<file path="src/rtl/fofb_coef_sequencer_pkg.sv">
// Shared constants for the FOFB coefficient sequencer: op codes and FSM encoding.
// Latency: n/a (constants only).
// Backpressure: n/a.
package fofb_coef_sequencer_pkg;

    // Command op codes as presented on cmdOp
    localparam logic [1:0] OP_MATX       = 2'd0;
    localparam logic [1:0] OP_MATY       = 2'd1;
    localparam logic [1:0] OP_FIR_RELOAD = 2'd2;
    localparam logic [1:0] OP_FIR_CONFIG = 2'd3;

    // Sequencer state encoding
    localparam logic [2:0] ST_IDLE  = 3'd0;
    localparam logic [2:0] ST_READ  = 3'd1;
    localparam logic [2:0] ST_WAIT  = 3'd2;
    localparam logic [2:0] ST_WRITE = 3'd3;
    localparam logic [2:0] ST_DONE  = 3'd4;

endpackage

</file>
<file path="src/rtl/fofb_coef_sequencer.sv">
// Copies host-buffer words into FOFB coefficient DPRAMs / FIR reload / FIR config, one word at a time.
// Latency: accept to first strobe 3 cycles, then 3 cycles per word minimum; done 1 cycle after last strobe.
// Backpressure: cmdReady only in IDLE; each word waits in WAIT on its gate (calcBusy / FIR busy) up to TIMEOUT_CYCLES.
module fofb_coef_sequencer
    import fofb_coef_sequencer_pkg::*;
#(
    parameter int RESULT_COUNT        = 1,
    parameter int COEF_ROWS_WIDTH     = (RESULT_COUNT > 1) ? $clog2(RESULT_COUNT) : 1,
    parameter int MATRIX_COLUMN_WIDTH = 9,
    parameter int COEFFICIENT_WIDTH   = 32,
    parameter int TIMEOUT_CYCLES      = 4096
) (
    input  logic                           clk,
    input  logic                           rst_n,
    input  logic                           cmdValid,
    output logic                           cmdReady,
    input  logic [1:0]                     cmdOp,
    input  logic [COEF_ROWS_WIDTH-1:0]     cmdRow,
    input  logic [MATRIX_COLUMN_WIDTH:0]   cmdCount,
    output logic [MATRIX_COLUMN_WIDTH-1:0] srcAddr,
    input  logic [COEFFICIENT_WIDTH-1:0]   srcData,
    input  logic                           calcBusy,
    input  logic                           firReloadBusy,
    input  logic                           firConfigBusy,
    output logic                           coefficientWriteStrobe,
    output logic                           firReloadStrobe,
    output logic                           firConfigStrobe,
    output logic [COEF_ROWS_WIDTH-1:0]     coefficientWriteRow,
    output logic                           coefficientWritePlane,
    output logic [MATRIX_COLUMN_WIDTH-1:0] coefficientWriteColumn,
    output logic [COEFFICIENT_WIDTH-1:0]   coefficientWriteValue,
    output logic                           busy,
    output logic                           done,
    output logic                           errTimeout,
    output logic                           errCount
);

    localparam int TW = $clog2(TIMEOUT_CYCLES + 1);
    localparam logic [MATRIX_COLUMN_WIDTH:0] CNT_ONE   = 1;
    localparam logic [MATRIX_COLUMN_WIDTH:0] CNT_MAX   = {1'b1, {MATRIX_COLUMN_WIDTH{1'b0}}};
    localparam logic [TW-1:0]                WAIT_ONE  = 1;
    localparam logic [TW-1:0]                WAIT_LAST = TW'(TIMEOUT_CYCLES - 1);

    logic [2:0]                     r_state;
    logic [1:0]                     r_op;
    logic [COEF_ROWS_WIDTH-1:0]     r_row;
    logic [MATRIX_COLUMN_WIDTH:0]   r_count;
    logic [MATRIX_COLUMN_WIDTH:0]   r_index;
    logic [TW-1:0]                  r_wait_cnt;
    logic [COEF_ROWS_WIDTH-1:0]     r_wr_row;
    logic                           r_wr_plane;
    logic [MATRIX_COLUMN_WIDTH-1:0] r_wr_column;
    logic [COEFFICIENT_WIDTH-1:0]   r_wr_value;
    logic                           r_err_timeout;
    logic                           r_err_count;

    logic w_gate_open;
    logic w_last;
    logic w_plane;

    // Per-op gate, last-word detect and plane bit for the word currently held in WAIT
    always_comb begin
        w_gate_open = 1'b0;
        w_plane     = 1'b0;
        // Config always moves exactly one word whatever the count says
        w_last      = (r_op == OP_FIR_CONFIG) || (r_index == (r_count - CNT_ONE));
        case (r_op)
            OP_MATX, OP_MATY: begin
                w_gate_open = !calcBusy;
                w_plane     = r_op[0];
            end
            OP_FIR_RELOAD: begin
                w_gate_open = !firReloadBusy;
                w_plane     = w_last;           // TLAST on the final reload word
            end
            default: begin
                w_gate_open = !firConfigBusy;
                w_plane     = 1'b0;
            end
        endcase
    end

    // Command FSM; write fields are captured on WAIT->WRITE so they hold until the next WRITE
    always_ff @(posedge clk or negedge rst_n) begin
        if (!rst_n) begin
            r_state       <= ST_IDLE;
            r_op          <= OP_MATX;
            r_row         <= '0;
            r_count       <= '0;
            r_index       <= '0;
            r_wait_cnt    <= '0;
            r_wr_row      <= '0;
            r_wr_plane    <= 1'b0;
            r_wr_column   <= '0;
            r_wr_value    <= '0;
            r_err_timeout <= 1'b0;
            r_err_count   <= 1'b0;
        end else begin
            case (r_state)
                ST_IDLE: begin
                    if (cmdValid) begin
                        r_op          <= cmdOp;
                        r_row         <= cmdRow;
                        r_count       <= cmdCount;
                        r_index       <= '0;
                        r_err_timeout <= 1'b0;
                        r_err_count   <= 1'b0;
                        if (cmdCount == '0) begin
                            r_state <= ST_DONE;
                        end else if (cmdCount > CNT_MAX) begin
                            r_err_count <= 1'b1;
                            r_state     <= ST_DONE;
                        end else begin
                            r_state <= ST_READ;
                        end
                    end
                end
                ST_READ: begin
                    r_wait_cnt <= '0;
                    r_state    <= ST_WAIT;
                end
                ST_WAIT: begin
                    if (w_gate_open) begin
                        r_wr_row    <= r_row;
                        r_wr_plane  <= w_plane;
                        r_wr_column <= r_index[MATRIX_COLUMN_WIDTH-1:0];
                        r_wr_value  <= srcData;
                        r_state     <= ST_WRITE;
                    end else if (r_wait_cnt == WAIT_LAST) begin
                        // Abandon the command; words already written stay written
                        r_err_timeout <= 1'b1;
                        r_state       <= ST_DONE;
                    end else begin
                        r_wait_cnt <= r_wait_cnt + WAIT_ONE;
                    end
                end
                ST_WRITE: begin
                    r_index <= r_index + CNT_ONE;
                    r_state <= w_last ? ST_DONE : ST_READ;
                end
                ST_DONE: begin
                    r_state <= ST_IDLE;
                end
                default: begin
                    r_state <= ST_IDLE;
                end
            endcase
        end
    end

    // Strobes and status decode straight from the state register so reset kills them at once
    assign coefficientWriteStrobe = (r_state == ST_WRITE) && !r_op[1];
    assign firReloadStrobe        = (r_state == ST_WRITE) && (r_op == OP_FIR_RELOAD);
    assign firConfigStrobe        = (r_state == ST_WRITE) && (r_op == OP_FIR_CONFIG);
    assign cmdReady               = (r_state == ST_IDLE);
    assign busy                   = (r_state != ST_IDLE);
    assign done                   = (r_state == ST_DONE);
    assign srcAddr                = r_index[MATRIX_COLUMN_WIDTH-1:0];
    assign coefficientWriteRow    = r_wr_row;
    assign coefficientWritePlane  = r_wr_plane;
    assign coefficientWriteColumn = r_wr_column;
    assign coefficientWriteValue  = r_wr_value;
    assign errTimeout             = r_err_timeout;
    assign errCount               = r_err_count;

endmodule

</file>
<file path="config.mk">
export PLATFORM = sky130hd
export DESIGN_NAME = fofb_coef_sequencer
export DESIGN_NICKNAME = d
export VERILOG_FILES = /design/src/rtl/fofb_coef_sequencer_pkg.sv /design/src/rtl/fofb_coef_sequencer.sv
export SDC_FILE = /design/constraint.sdc
export NUM_CORES = 1
export LEC_CHECK = 0
export BUFFER_PORTS_ARGS = -buffer_cell sky130_fd_sc_hd__buf_2
export CAP_MARGIN = 20
export CORE_ASPECT_RATIO = 0.75
export CORE_MARGIN = 2
export CORE_UTILIZATION = 52
export DETAILED_ROUTE_END_ITERATION = 6
export MAX_ROUTING_LAYER = met4
export PLACE_DENSITY = 0.86
export SYNTH_ARGS = -nofsm -noshare
export SYNTH_HDL_FRONTEND = slang
export SYNTH_SLANG_ARGS = --single-unit
</file>
<file path="constraint.sdc">
create_clock -name clk -period 2.8 [get_ports clk]
set_clock_uncertainty 0.2 [all_clocks]
set_input_delay 0.14 -clock clk [delete_from_list [all_inputs] [get_ports clk]]
set_output_delay 0.14 -clock clk [all_outputs]
set_load 0.02 [all_outputs]
</file>
After elaboration in Yosys (flattened, before gate mapping). Cells that the tools add are included.

Equal/unequal tests: 14. Reductions and logical operators: 22. Add/subtract/negate cells: 3. Multiplexer cells: 20. Magnitude comparators: 1.

Operator list (count): $mux W13 (2); $pmux W13 S2 (1); $pmux W10 S2 (1); $mux W3 (6); $add A13 B1 Y13 const B (1); $eq A13 B12 Y1 const B (1); $pmux W3 S4 (1); $add A10 B1 Y10 const B (1); $eq A10 B10 Y1 (1); $gt A10 B10 Y1 const B (1); $logic_not A10 Y1 (1); $mux W10 (1); $sub A10 B1 Y10 const B (1); $ne A2 B2 Y1 const B (4); $reduce_and A2 Y1 (4); $eq A3 B2 Y1 const B (2); $pmux W1 S2 (3); $reduce_bool A2 Y1 (3); $mux W1 (5); $eq A2 B2 Y1 const B (2); $logic_not A1 Y1 (4); $reduce_and A4 Y1 (1); $eq A3 B1 Y1 const B (1); $eq A3 B3 Y1 const B (1); other kinds (9) (11).

Input port bits: 51. Register bits after elaboration: 84.

Logic depth before layout (Yosys ltp). Gate-level depths: netlist (run 1).

Depth in word-level cells: 5. Gate-level depth with buffers: 8. Depth with buffers taken out: 7.

Least setup slack after synthesis (run 1). No wires, ideal clock.

Kind: register to register. Start point: register r_count[2]. End point: register r_state[0]. Buffers on the path: 1. Period minus slack after synthesis: 2304 ps. Setup slack: 496 ps. Arrival time: 1978 ps. Cell stages (with the launch flop): 8. Data required time: 2474 ps. Path through: dfrtp_1 > buf_6 > nor4_4 > and4b_1 > a21oi_1 > o311a_1 > a211o_1 > a311o_1.

Word-level cells in the longest chain between the ends: 5.

Ends and longest elaborated chain: start, declared (RTL line fofb_coef_sequencer.sv:47) `logic [MATRIX_COLUMN_WIDTH:0] r_count;`; start signal, assigned (RTL line fofb_coef_sequencer.sv:104) `r_count <= cmdCount;`; $sub A10 B1 Y10 (RTL line fofb_coef_sequencer.sv:66) `w_last = (r_op == OP_FIR_CONFIG) || (r_index == (r_count - CNT_ONE));`; $eq A10 B10 Y1 (RTL line fofb_coef_sequencer.sv:66); $logic_or A1 B1 Y1 (RTL line fofb_coef_sequencer.sv:66); $mux W3 (RTL line fofb_coef_sequencer.sv:139) `r_state <= w_last ? ST_DONE : ST_READ;`; $pmux W3 S4 (RTL line fofb_coef_sequencer.sv:99) `case (r_state)`; end signal, assigned (RTL line fofb_coef_sequencer.sv:139); end, declared (RTL line fofb_coef_sequencer.sv:44) `logic [2:0] r_state;`.

No other way between the ends. A chain may end at the register's enable or synchronous reset.

Worst setup path in the final report (run 1). Ends and elaborated chain as after synthesis.

==> impl_metrics.py, run 1 <==
metrics = {
    "worst_setup_path": {
        "cpMaxStageDelayCell": "sky130_fd_sc_hd__dfrtp_1",
        "crit_path_max_incr_delay_ns": 0.48,
        "startpoint_type": "flip-flop",
        "crit_fanout": 6,
        "reg_to_reg_end": "r_state[0]",
        "critPathCapture": "r_state[0]",
        "worst_setup_path_end_kind": "flip-flop",
        "reg2reg_from": "r_count[2]",
        "crit_type": "reg -> reg",
        "critical_path_cell_by_cell": "nor4_4 > and4b_1 > a21oi_1 > o311a_1 > a211o_1 > a311o_1",
        "crit_path_start": "r_count[2]",
        "reg2reg_slack_ns": 0.29,
        "cp_data_arrival_time_ns": 2.55,
        "critical_path_required_ns": 2.84,
        "number_of_cell_instances_on_the_worst_register_to_register_path": 6,
    },
    "route": {
        "drt.antenna.violating_nets": 0,
        "totalWireLength_mm": 9.85,
        "detail_route.vias_per_cell": 5.39,
        "avgRoutedWirePerCell_um": 16.8,
        "detailedRoute.firstPassIterationCount": 4,
        "remaining_drc_errors": 0,
        "vias": 3170,
        "detailedRoute.firstIterationViolations": 203,
    },
    "power": {
        "power_mw": 4.82,
        "ir_drop_uv": 685,
        "p_leak_nw": 2.49,
        "p_per_area_nw_per_um2": 929,
    },
    "yosys": {
        "number_of_nets_in_the_synthesized_netlist": 387,
        "yosys_warnings": 0,
        "synthDistinctLibCells": 46,
        "synth_area_per_cell_um2": 11.9,
        "syn_area_um2": 3960,
        "synth_enable_flop_cells": 0,
        "ys_ff_latch": 84,
        "ys_seq_area_share_pct": 53.1,
        "synth-async-reset-ratio_pct": 100,
        "post_synth_inst_count": 333,
        "ys.flop_type": "sky130_fd_sc_hd__dfrtp_1",
    },
    "clocking": {
        "worst_skew_pair.late_latency_ns": 0.35,
        "cts_inserted_buffers": 9,
        "cts_max_level": 3,
        "path_clk_slew_ns": 0.08,
        "ctsHoldBuffers": 47,
        "clockRootBuffer": "sky130_fd_sc_hd__clkbuf_8",
        "post-cts-setup-buffer-count": 0,
        "max-clock-path-buffers": 2,
        "post_cts_resized": 0,
        "cts_sinks": 84,
        "cts_tree": "yes",
    },
    "global_routing": {
        "groute.usage.overall_pct": 25.7,
        "globalRoute.totalOverflow": 0,
        "number_of_global_route_vias_before_repair": 3238,
        "pin_count_of_the_biggest_net_entering_global_routing": 44,
        "grt_pass1_wl_mm": 16.1,
        "antenna_violations_before_repair": 0,
    },
    "timing": {
        "drv_slew": 0,
        "maxClockFrequency_mhz": 398,
        "setup_slack_ns": 0.288,
        "slew_headroom_pct": 62.9,
        "finalCriticalPeriod_ns": 2.51,
        "setup_tns_ns": 0,
        "setup_viol": 0,
        "worst_slew_pin_slew_ns": 0.556,
        "rsz_0062_raised_after_global_routing": "false",
        "final-hold-violation-count": 0,
        "final_min_period_over_clock_period_pct": 89.7,
    },
    "floorplanning": {
        "die_x_um": 105,
        "floorplan.initialDensity_pct": 53.8,
        "rows": 27,
        "io_pins": 111,
        "fp.dieH_um": 79.6,
        "core-area_um2": 7360,
        "design.die.area_um2": 8330,
    },
    "run": {
        "cap_violations": 0,
    },
    "finish": {
        "fraction_of_final_layout_cells_with_drive_strength_greater_than_1_pct": 38.6,
        "area_growth_syn_to_layout_pct": 31.2,
        "finalCoreUtilization_pct": 70.5,
        "ant_diodes": 0,
        "fillCellCount": 536,
        "final_common_cell": "sky130_fd_sc_hd__buf_2",
        "layout_common_cells": "sky130_fd_sc_hd__buf_2 (109), sky130_fd_sc_hd__dfrtp_1 (84), sky130_fd_sc_hd__mux2_2 (56)",
        "fin_cells": 588,
        "final_nets": 537,
    },
    "place": {
        "placed_cells": 526,
        "preCtsSetupSlack_ns": 0.346,
        "portBuffers": 110,
        "dpl.hpwl_mm": 6.25,
        "gp_congestion": 0.906,
    },
    "outcome": {
        "outcome": "finished clean",
    },
    "min_path": {
        "hold_path_class": "in -> async",
    },
}
## report_power, final
group / switching (mW) / leakage [nW] / internal [mW]
Sequential: 0.394 / 1.07 / 1.63
Combinational: 1.13 / 1.34 / 0.934
Clock: 0.422 / 0.0831 / 0.318
## sequential cells by signal, summed over array words and instances, names as in the netlist
register and cells:
r_count 10, r_row 1, coefficientWriteRow 1, r_index 10, coefficientWriteValue 32, coefficientWritePlane 1, r_state 3, coefficientWriteColumn 9
errTimeout 1, r_wait_cnt 13, errCount 1, r_op 2
## worst min path at each step
stage / depth (start not counted) / to / slack, ns
4_1_cts: 2 / coefficientWriteColumn[5] / 0.12
3_5_place_dp: 1 / coefficientWriteColumn[5] / -0.04
5_1_grt: 2 / coefficientWriteColumn[5] / 0.14
2_1_floorplan: 0 / coefficientWriteColumn[0] / -0.36
6_report: 2 / coefficientWriteColumn[5] / 0.11
3_3_place_gp: 1 / coefficientWriteColumn[5] / -0.05
## per-stage QoR
step	hold WS, ns	cell area, um^2
6_report	0.110	5190
5_1_grt	0.144	5190
4_1_cts	0.122	5190
3_5_place_dp	-0.0404	4560
3_3_place_gp	-0.0473	4560
2_1_floorplan	-0.356	3960
## kinds of logic (layout without fill, tap and decap cells)
| logic type | after synthesis | in the layout | synth area share (%) |
|---|---|---|---|
| flops | 84 | 84 | 53.1 |
| compound gates | 35 | 35 | 6.07 |
| mux | 62 | 62 | 17.4 |
| simple gates | 96 | 96 | 13.3 |
| fa+ha+maj | 3 | 3 | 0.948 |
| buf+inv | 30 | 184 | 4.08 |
| xor+xnor | 23 | 23 | 5.09 |
## cell usage after synthesis (3+ instances only)
master	count	share of area [%]
sky130_fd_sc_hd__nand4_1	8	1.3
sky130_fd_sc_hd__nand3b_1	3	0.57
sky130_fd_sc_hd__xnor2_1	7	1.5
sky130_fd_sc_hd__nor2_1	21	2.0
sky130_fd_sc_hd__and2_1	3	0.47
sky130_fd_sc_hd__nor3_1	8	1.0
sky130_fd_sc_hd__nand3_1	12	1.5
sky130_fd_sc_hd__nor3b_1	4	0.76
sky130_fd_sc_hd__and3_1	3	0.47
sky130_fd_sc_hd__o31ai_1	4	0.76
sky130_fd_sc_hd__ha_1	3	0.95
sky130_fd_sc_hd__a21oi_1	5	0.63
sky130_fd_sc_hd__buf_2	5	0.63
sky130_fd_sc_hd__dfrtp_1	84	53
sky130_fd_sc_hd__clkbuf_1	7	0.66
sky130_fd_sc_hd__nand2_1	18	1.7
sky130_fd_sc_hd__buf_4	9	1.7
sky130_fd_sc_hd__xor2_1	16	3.5
sky130_fd_sc_hd__mux2_2	56	16
sky130_fd_sc_hd__mux2i_1	6	1.5
sky130_fd_sc_hd__o21ai_0	11	1.4
sky130_fd_sc_hd__inv_1	6	0.57
## final cells by class
cell class,instances,area [um^2],share of cell area (%)
Sequential cell,84,2100,40.5
Multi-Input combinational cell,219,1700,32.8
Tap cell,101,126,2.43
Inverter,6,22.5,0.434
Clock buffer,11,131,2.53
Timing Repair Buffer,163,1080,20.8
Clock inverter,4,27.5,0.530
## routing by layer
metal  vias up  wire length [um]  share of wire [%]  GRT usage (%)
met5         -                 0                  0              -
met1      1538              4270                 43           31.6
li1       1486                 -                  -              -
met3        17               629                6.4           7.18
met2       129              4760                 48           40.8
met4         0               188                1.9           10.0
## worst max-delay path: cells and delay by family, from the launching register on
family             cells  cell delay (ns)
and+or+nand+nor        2             0.66
DFF                    1             0.48
AOI/OAI and AO/OA      4             1.06
Power figures use the tool's default switching activity.
==> run 2: changes to the inputs <==
--- a/config.mk
+++ b/config.mk
@@ -5,11 +5,13 @@
 export SDC_FILE = /design/constraint.sdc
 export NUM_CORES = 1
 export LEC_CHECK = 0
+export ABC_AREA = 1
 export BUFFER_PORTS_ARGS = -buffer_cell sky130_fd_sc_hd__buf_2
 export CAP_MARGIN = 20
+export CELL_PAD_IN_SITES_DETAIL_PLACEMENT = 0
+export CELL_PAD_IN_SITES_GLOBAL_PLACEMENT = 2
 export CORE_ASPECT_RATIO = 0.75
-export CORE_MARGIN = 2
-export CORE_UTILIZATION = 52
+export CORE_UTILIZATION = 30
 export DETAILED_ROUTE_END_ITERATION = 6
 export MAX_ROUTING_LAYER = met4
 export PLACE_DENSITY = 0.86
==> run 2 against run 1 <==
Synthesized cell count rose by 58%. Die area rose by 71%. Worst setup slack improved by 0.35 ns. Register-to-register slack improved by 0.35 ns. Worst hold slack got worse by 0.090 ns. Clock power rose by 53%.
==> impl_metrics.py, run 2 <==
metrics = {
    "outcome": {
        "outcome": "finished clean",
    },
    "finish": {
        "number_of_flip_flops_in_the_largest_register": 32,
        "finalCoreUtilization_pct": 41.8,
        "final-seq-area_um2": 2100,
        "fin_cells": 852,
        "layout_common_cells": "sky130_fd_sc_hd__nand2_1 (210), sky130_fd_sc_hd__buf_2 (109), sky130_fd_sc_hd__dfrtp_1 (84)",
        "final_nets": 730,
        "fillCellCount": 1354,
        "multi_input_area_um2": 1680,
        "ant_diodes": 0,
        "area_growth_syn_to_layout_pct": 33.7,
        "final_common_cell": "sky130_fd_sc_hd__nand2_1",
        "fraction_of_final_layout_cells_with_drive_strength_greater_than_1_pct": 22.3,
    },
    "timing": {
        "finalCriticalPeriod_ns": 2.16,
        "slew_headroom_pct": 41.5,
        "drv_slew": 0,
        "maxClockFrequency_mhz": 462,
        "setup_viol": 0,
        "worst_slew_pin_slew_ns": 0.876,
        "rsz_0062_raised_after_global_routing": "false",
        "setup_slack_ns": 0.637,
        "final-hold-violation-count": 0,
        "setup_tns_ns": 0,
        "final_min_period_over_clock_period_pct": 77.2,
    },
    "route": {
        "detailedRoute.firstIterationViolations": 189,
        "remaining_drc_errors": 0,
        "totalWireLength_mm": 11.3,
        "detailedRoute.firstPassIterationCount": 4,
        "avgRoutedWirePerCell_um": 13.3,
        "drt.antenna.violating_nets": 0,
        "detail_route.vias_per_cell": 4.41,
        "vias": 3755,
    },
    "worst_setup_path": {
        "crit_fanout": 17,
        "startpoint_type": "flip-flop",
        "cp_data_arrival_time_ns": 2.19,
        "worst_setup_path_end_kind": "flip-flop",
        "critical_path_required_ns": 2.82,
        "crit_type": "reg -> reg",
    },
    "yosys": {
        "synth_enable_flop_cells": 0,
        "synth.most_common_cell": "sky130_fd_sc_hd__nand2_1",
        "ys.flop_type": "sky130_fd_sc_hd__dfrtp_1",
        "synthDistinctLibCells": 34,
        "post_synth_inst_count": 526,
        "synth.top_cells.by_count": "sky130_fd_sc_hd__nand2_1 (210), sky130_fd_sc_hd__dfrtp_1 (84), sky130_fd_sc_hd__inv_1 (48), sky130_fd_sc_hd__nor2_1 (39), sky130_fd_sc_hd__o21ai_0 (23)",
        "synth-async-reset-ratio_pct": 100,
        "yosys_warnings": 0,
        "syn_area_um2": 4140,
        "yosys.area.top_type_share_pct": 50.7,
        "ys_seq_area_share_pct": 50.7,
        "number_of_nets_in_the_synthesized_netlist": 580,
        "ys_ff_latch": 84,
        "synth_top_area_cell": "sky130_fd_sc_hd__dfrtp_1",
        "synth_area_per_cell_um2": 7.88,
        "top_post_synthesis_cells_by_area": "sky130_fd_sc_hd__dfrtp_1 (51%), sky130_fd_sc_hd__nand2_1 (19%), sky130_fd_sc_hd__inv_1 (4.3%), sky130_fd_sc_hd__nor2_1 (3.5%), sky130_fd_sc_hd__o21ai_0 (2.8%)",
    },
    "min_path": {
        "hold_path_class": "in -> reg",
    },
    "floorplanning": {
        "die_x_um": 138,
        "io_pins": 111,
        "core-area_um2": 13200,
        "fp.dieH_um": 104,
        "floorplan.initialDensity_pct": 31.3,
        "rows": 36,
        "design.die.area_um2": 14300,
    },
    "power": {
        "p_per_area_nw_per_um2": 934,
        "ir_drop_uv": 485,
        "p_leak_nw": 2.91,
        "power_mw": 5.17,
    },
    "clocking": {
        "max-clock-path-buffers": 2,
        "path_clk_slew_ns": 0.06,
        "cts_max_level": 3,
        "worst_skew_pair.late_latency_ns": 0.33,
        "cts_tree": "yes",
        "clockRootBuffer": "sky130_fd_sc_hd__clkbuf_16",
        "cts_inserted_buffers": 9,
        "cts_sinks": 84,
    },
    "global_routing": {
        "global_route.usage.met3_pct": 4.16,
        "met1_track_demand_over_resource_in_global_routing_pct": 25.0,
        "grt_pass1_wl_mm": 18.8,
        "globalRoute.totalOverflow": 0,
        "number_of_global_route_vias_before_repair": 3741,
        "groute.usage.overall_pct": 17.5,
        "pin_count_of_the_biggest_net_entering_global_routing": 56,
        "antenna_violations_before_repair": 0,
        "most_used_layer_global_route": "met1",
        "use_met2_pct": 24.4,
    },
    "run": {
        "cap_violations": 0,
    },
    "place": {
        "portBuffers": 110,
        "gp_congestion": 0.841,
        "preCtsSetupSlack_ns": 0.684,
        "dpl.hpwl_mm": 8.11,
        "placed_cells": 790,
    },
}
## run 2: changes by cell type after synthesis, sizes merged, moves of 13 or more
| cell | delta |
|---|---|
| nor2 | +21 |
| mux2 | -56 |
| o21ai | +32 |
| nand2 | +194 |
| nand3 | +13 |
| inv | +48 |
## run 2: worst max-delay path: stages (launching register included)
cell                      delay, ns
sky130_fd_sc_hd__dfrtp_1       0.41
sky130_fd_sc_hd__ha_1          0.26
sky130_fd_sc_hd__nand3_2       0.13
sky130_fd_sc_hd__nor2_4        0.13
sky130_fd_sc_hd__nand3_2       0.09
sky130_fd_sc_hd__nor2_2        0.12
sky130_fd_sc_hd__nand2_1       0.10
sky130_fd_sc_hd__nand2_2       0.09
sky130_fd_sc_hd__nand2_4       0.16
sky130_fd_sc_hd__inv_4         0.14
sky130_fd_sc_hd__nor2_1        0.05
sky130_fd_sc_hd__o21ai_1       0.11
sky130_fd_sc_hd__nor2_1        0.06
## run 2: metrics by stage
stage | hold slack [ns] | instance area, um^2
CTS | 0.0102 | 5540
finish | 0.0204 | 5540
global route | 0.0415 | 5540
global placement | 0.00711 | 4800
floorplan | -0.356 | 4140
detailed placement | 0.00831 | 4800
## run 2: logic make-up (layout without fill, tap and decap cells)
kind of cell             after synthesis  in the layout  share of synthesized area, %
AND/OR/NAND/NOR                      296            296                          30.0
flip-flops                            84             84                          50.7
buffers and inverters                 77            232                          8.67
AO/OA/AOI/OAI                         55             55                          7.34
adder cells (fa/ha/maj)                3              3                         0.906
XOR/XNOR                              11             11                          2.33
## run 2: metal layers
layer / vias up / share of wire (%)
li1: 1934 / -
met1: 1706 / 51
met2: 106 / 43
met3: 9 / 5.1
met4: 0 / 1.1
met5: - / 0
## run 2: what timing repair did
item,in CTS,in global routing
hold endpoints to repair,90,0
buffers inserted,0,0
gates resized for setup,0,0
hold buffers,46,0
## run 2: final timing paths
check	startpoint	endpoint	slack, ns	cells after the start
max	r_wait_cnt[0]	r_wait_cnt[8]	0.64	12
min	cmdValid	r_state[0]	0.02	3
max reg2reg	r_wait_cnt[0]	r_wait_cnt[8]	0.64	12
min reg2reg	coefficientWriteValue[26]	coefficientWriteValue[26]	0.26	2
max in group asynchronous	rst_n	coefficientWriteValue[26]	1.50	3
min in group asynchronous	rst_n	coefficientWriteValue[22]	0.16	2
## run 2: final cells by class
type                            instances  share of cell area [%]
Timing Repair Buffer                  161                    19.0
Multi-Input combinational cell        365                    30.4
Clock inverter                          5                   0.678
Inverter                               55                    3.77
Sequential cell                        84                    37.9
Tap cell                              171                    3.86
Clock buffer                           11                    4.38
## run 2: power by group
group,internal [mW],total [mW],leakage (nW),switching [mW]
Sequential,1.62,1.89,1.09,0.264
Clock,0.627,1.13,0.132,0.500
Combinational,0.694,2.16,1.69,1.47
==> run 3: changes to the inputs <==
==> constraint.sdc (replaced) <==
create_clock -name clk -period 2.05 [get_ports clk]
set_clock_uncertainty 0.2 [all_clocks]
set_input_delay 0.1025 -clock clk [delete_from_list [all_inputs] [get_ports clk]]
set_output_delay 0.1025 -clock clk [all_outputs]
set_load 0.02 [all_outputs]
==> run 3 against run 2 <==
Final cell count grew 1.4%. Count of clock-buffer cells in the layout shrank 2. Core utilization grew 1.4 points. Global-route usage is essentially flat. Worst setup slack lost 0.50 ns. Register-to-register slack lost 0.50 ns. Total power grew 43%. Die area is the same. Combinational power grew 45%. Largest power group unchanged.
==> impl_metrics.py, run 3 (synthesized netlist as in run 2, its figures left out) <==
metrics = {
    "power": {
        "power_mw": 7.39,
        "p_leak_nw": 2.99,
        "pwr-share-clk_pct": 22.7,
        "ir_drop_uv": 647,
        "power.net_switching_mw": 3.14,
        "switching_share_pct": 42.4,
        "seqPwrFrac_pct": 34.9,
        "part_of_the_total_power_dissipated_in_combinational_logic_pct": 42.4,
        "p_per_area_nw_per_um2": 1290,
        "cell_internal_pwr_mw": 4.26,
    },
    "timing": {
        "drv_slew": 0,
        "setup_slack_ns": 0.140,
        "setup_tns_ns": 0,
        "rsz_0062_raised_after_global_routing": "true",
        "final-hold-violation-count": 0,
        "final_min_period_over_clock_period_pct": 93.2,
        "slew_headroom_pct": 69.6,
        "maxClockFrequency_mhz": 524,
        "worst_slew_pin_slew_ns": 0.456,
        "finalCriticalPeriod_ns": 1.91,
        "setup_viol": 0,
    },
    "place": {
        "preCtsSetupSlack_ns": 0.0828,
        "gp_congestion": 0.815,
        "dpl.hpwl_mm": 8.25,
        "portBuffers": 110,
        "detailed_place.area_um2": 4890,
    },
    "clocking": {
        "cts_inserted_buffers": 9,
        "clockRootBuffer": "sky130_fd_sc_hd__clkbuf_16",
        "cts_tree": "yes",
        "max-clock-path-buffers": 2,
        "cts_sinks": 84,
        "path_clk_slew_ns": 0.06,
        "cts_max_level": 3,
        "worst_skew_pair.late_latency_ns": 0.33,
    },
    "run": {
        "cap_violations": 0,
    },
    "route": {
        "drt.antenna.violating_nets": 0,
        "vias": 3865,
        "avgRoutedWirePerCell_um": 13.2,
        "remaining_drc_errors": 0,
        "totalWireLength_mm": 11.4,
        "detailedRoute.firstIterationViolations": 240,
        "detail_route.vias_per_cell": 4.47,
        "detailedRoute.firstPassIterationCount": 4,
    },
    "finish": {
        "final_common_cell": "sky130_fd_sc_hd__nand2_1",
        "number_of_flip_flops_in_the_largest_register": 32,
        "fin_area_um2": 5720,
        "final_nets": 742,
        "layout_common_cells": "sky130_fd_sc_hd__nand2_1 (210), sky130_fd_sc_hd__buf_2 (109), sky130_fd_sc_hd__dfrtp_1 (83)",
        "area_growth_syn_to_layout_pct": 38.1,
        "ant_diodes": 0,
        "fraction_of_final_layout_cells_with_drive_strength_greater_than_1_pct": 24.7,
    },
    "worst_setup_path": {
        "startpoint_type": "flip-flop",
        "number_of_cell_instances_on_the_worst_register_to_register_path": 12,
        "reg_to_reg_end": "r_wait_cnt[8]",
        "critical_path_required_ns": 2.07,
        "worst_setup_path_end_kind": "flip-flop",
        "reg2reg_from": "r_wait_cnt[0]",
        "crit_path_start": "r_wait_cnt[0]",
        "crit_type": "reg -> reg",
        "crit_fanout": 8,
        "reg2reg_slack_ns": 0.14,
        "cp_data_arrival_time_ns": 1.93,
    },
    "global_routing": {
        "number_of_global_route_vias_before_repair": 3727,
        "globalRoute.totalOverflow": 0,
        "antenna_violations_before_repair": 0,
        "grt_pass1_wl_mm": 18.9,
        "pin_count_of_the_biggest_net_entering_global_routing": 51,
        "groute.usage.overall_pct": 17.5,
    },
    "floorplanning": {
        "rows": 36,
        "core-area_um2": 13200,
        "floorplan.initialDensity_pct": 31.3,
        "design.die.area_um2": 14300,
        "io_pins": 111,
        "die_x_um": 138,
        "fp.dieH_um": 104,
    },
    "min_path": {
        "hold_path_class": "in -> reg",
        "hold_path_end": "errTimeout",
        "timing.hold.worst_path_depth": 5,
        "worstHoldStart": "firConfigBusy",
    },
    "outcome": {
        "outcome": "finished clean",
    },
}
run 3: power groups by stage:
stage | logic (mW) | clock network, mW | registers, mW
floorplan | 1.58 | 0 | 3.01
global placement | 3.01 | 0 | 2.57
detailed placement | 3.05 | 0 | 2.58
CTS | 3.12 | 1.74 | 2.57
global route | 3.53 | 1.81 | 2.66
finish | 3.13 | 1.68 | 2.58
run 3: critical path: stages, from the launching register on:
cell and delay [ns]:
sky130_fd_sc_hd__dfrtp_2 0.41, sky130_fd_sc_hd__ha_4 0.16, sky130_fd_sc_hd__nand3_4 0.09, sky130_fd_sc_hd__nor2_4 0.12, sky130_fd_sc_hd__nand3_2 0.08, sky130_fd_sc_hd__nor2_2 0.13, sky130_fd_sc_hd__nand2_1 0.09, sky130_fd_sc_hd__nand2_2 0.10
sky130_fd_sc_hd__nand2_4 0.10, sky130_fd_sc_hd__inv_4 0.10, sky130_fd_sc_hd__nor2_1 0.04, sky130_fd_sc_hd__o21ai_1 0.12, sky130_fd_sc_hd__nor2_1 0.05
run 3: repair_timing:
| item | in CTS | in global routing |
|---|---|---|
| hold buffers | 47 | 0 |
| setup buffers | 0 | 2 |
| hold endpoints to repair | 132 | 0 |
| endpoints found under the setup margin | 0 | 17 |
| gates resized for setup | 0 | 9 |
run 3: worst max-delay path by stage:
| stage | to | cells past startpoint |
|---|---|---|
| after floorplan | r_wait_cnt[1] | 11 |
| after global placement | r_wait_cnt[8] | 12 |
| after detailed placement | r_wait_cnt[8] | 12 |
| after CTS | coefficientWriteStrobe | 5 |
| after global routing | r_wait_cnt[8] | 12 |
| final | r_wait_cnt[8] | 12 |
run 3: per-stage QoR:
stage          util (%)  hold WS (ns)  std cells
3_5_place_dp       36.9        -0.103        799
5_1_grt            43.2        0.0933        864
2_1_floorplan         -        -0.393        526
6_report           43.2        0.0392        864
4_1_cts            42.8        0.0294        862
3_3_place_gp       36.9        -0.107        799
run 3: metal layers:
metal | track usage (%) | vias up | wire length (um)
li1 | - | 1967 | -
met1 | 25.5 | 1766 | 5850
met2 | 23.8 | 118 | 4710
met3 | 4.26 | 14 | 625
met4 | 4.89 | 0 | 223
met5 | - | - | 0
run 3: cell type report:
| class | count | area, um^2 |
|---|---|---|
| fill | 1355 | 7520 |
| multi-input combinational | 365 | 1720 |
| timing repair buffer | 173 | 1170 |
| clock buffer | 9 | 225 |
| inverter | 55 | 209 |
| clock inverter | 7 | 82.6 |
| tap | 171 | 214 |
| sequential | 84 | 2100 |
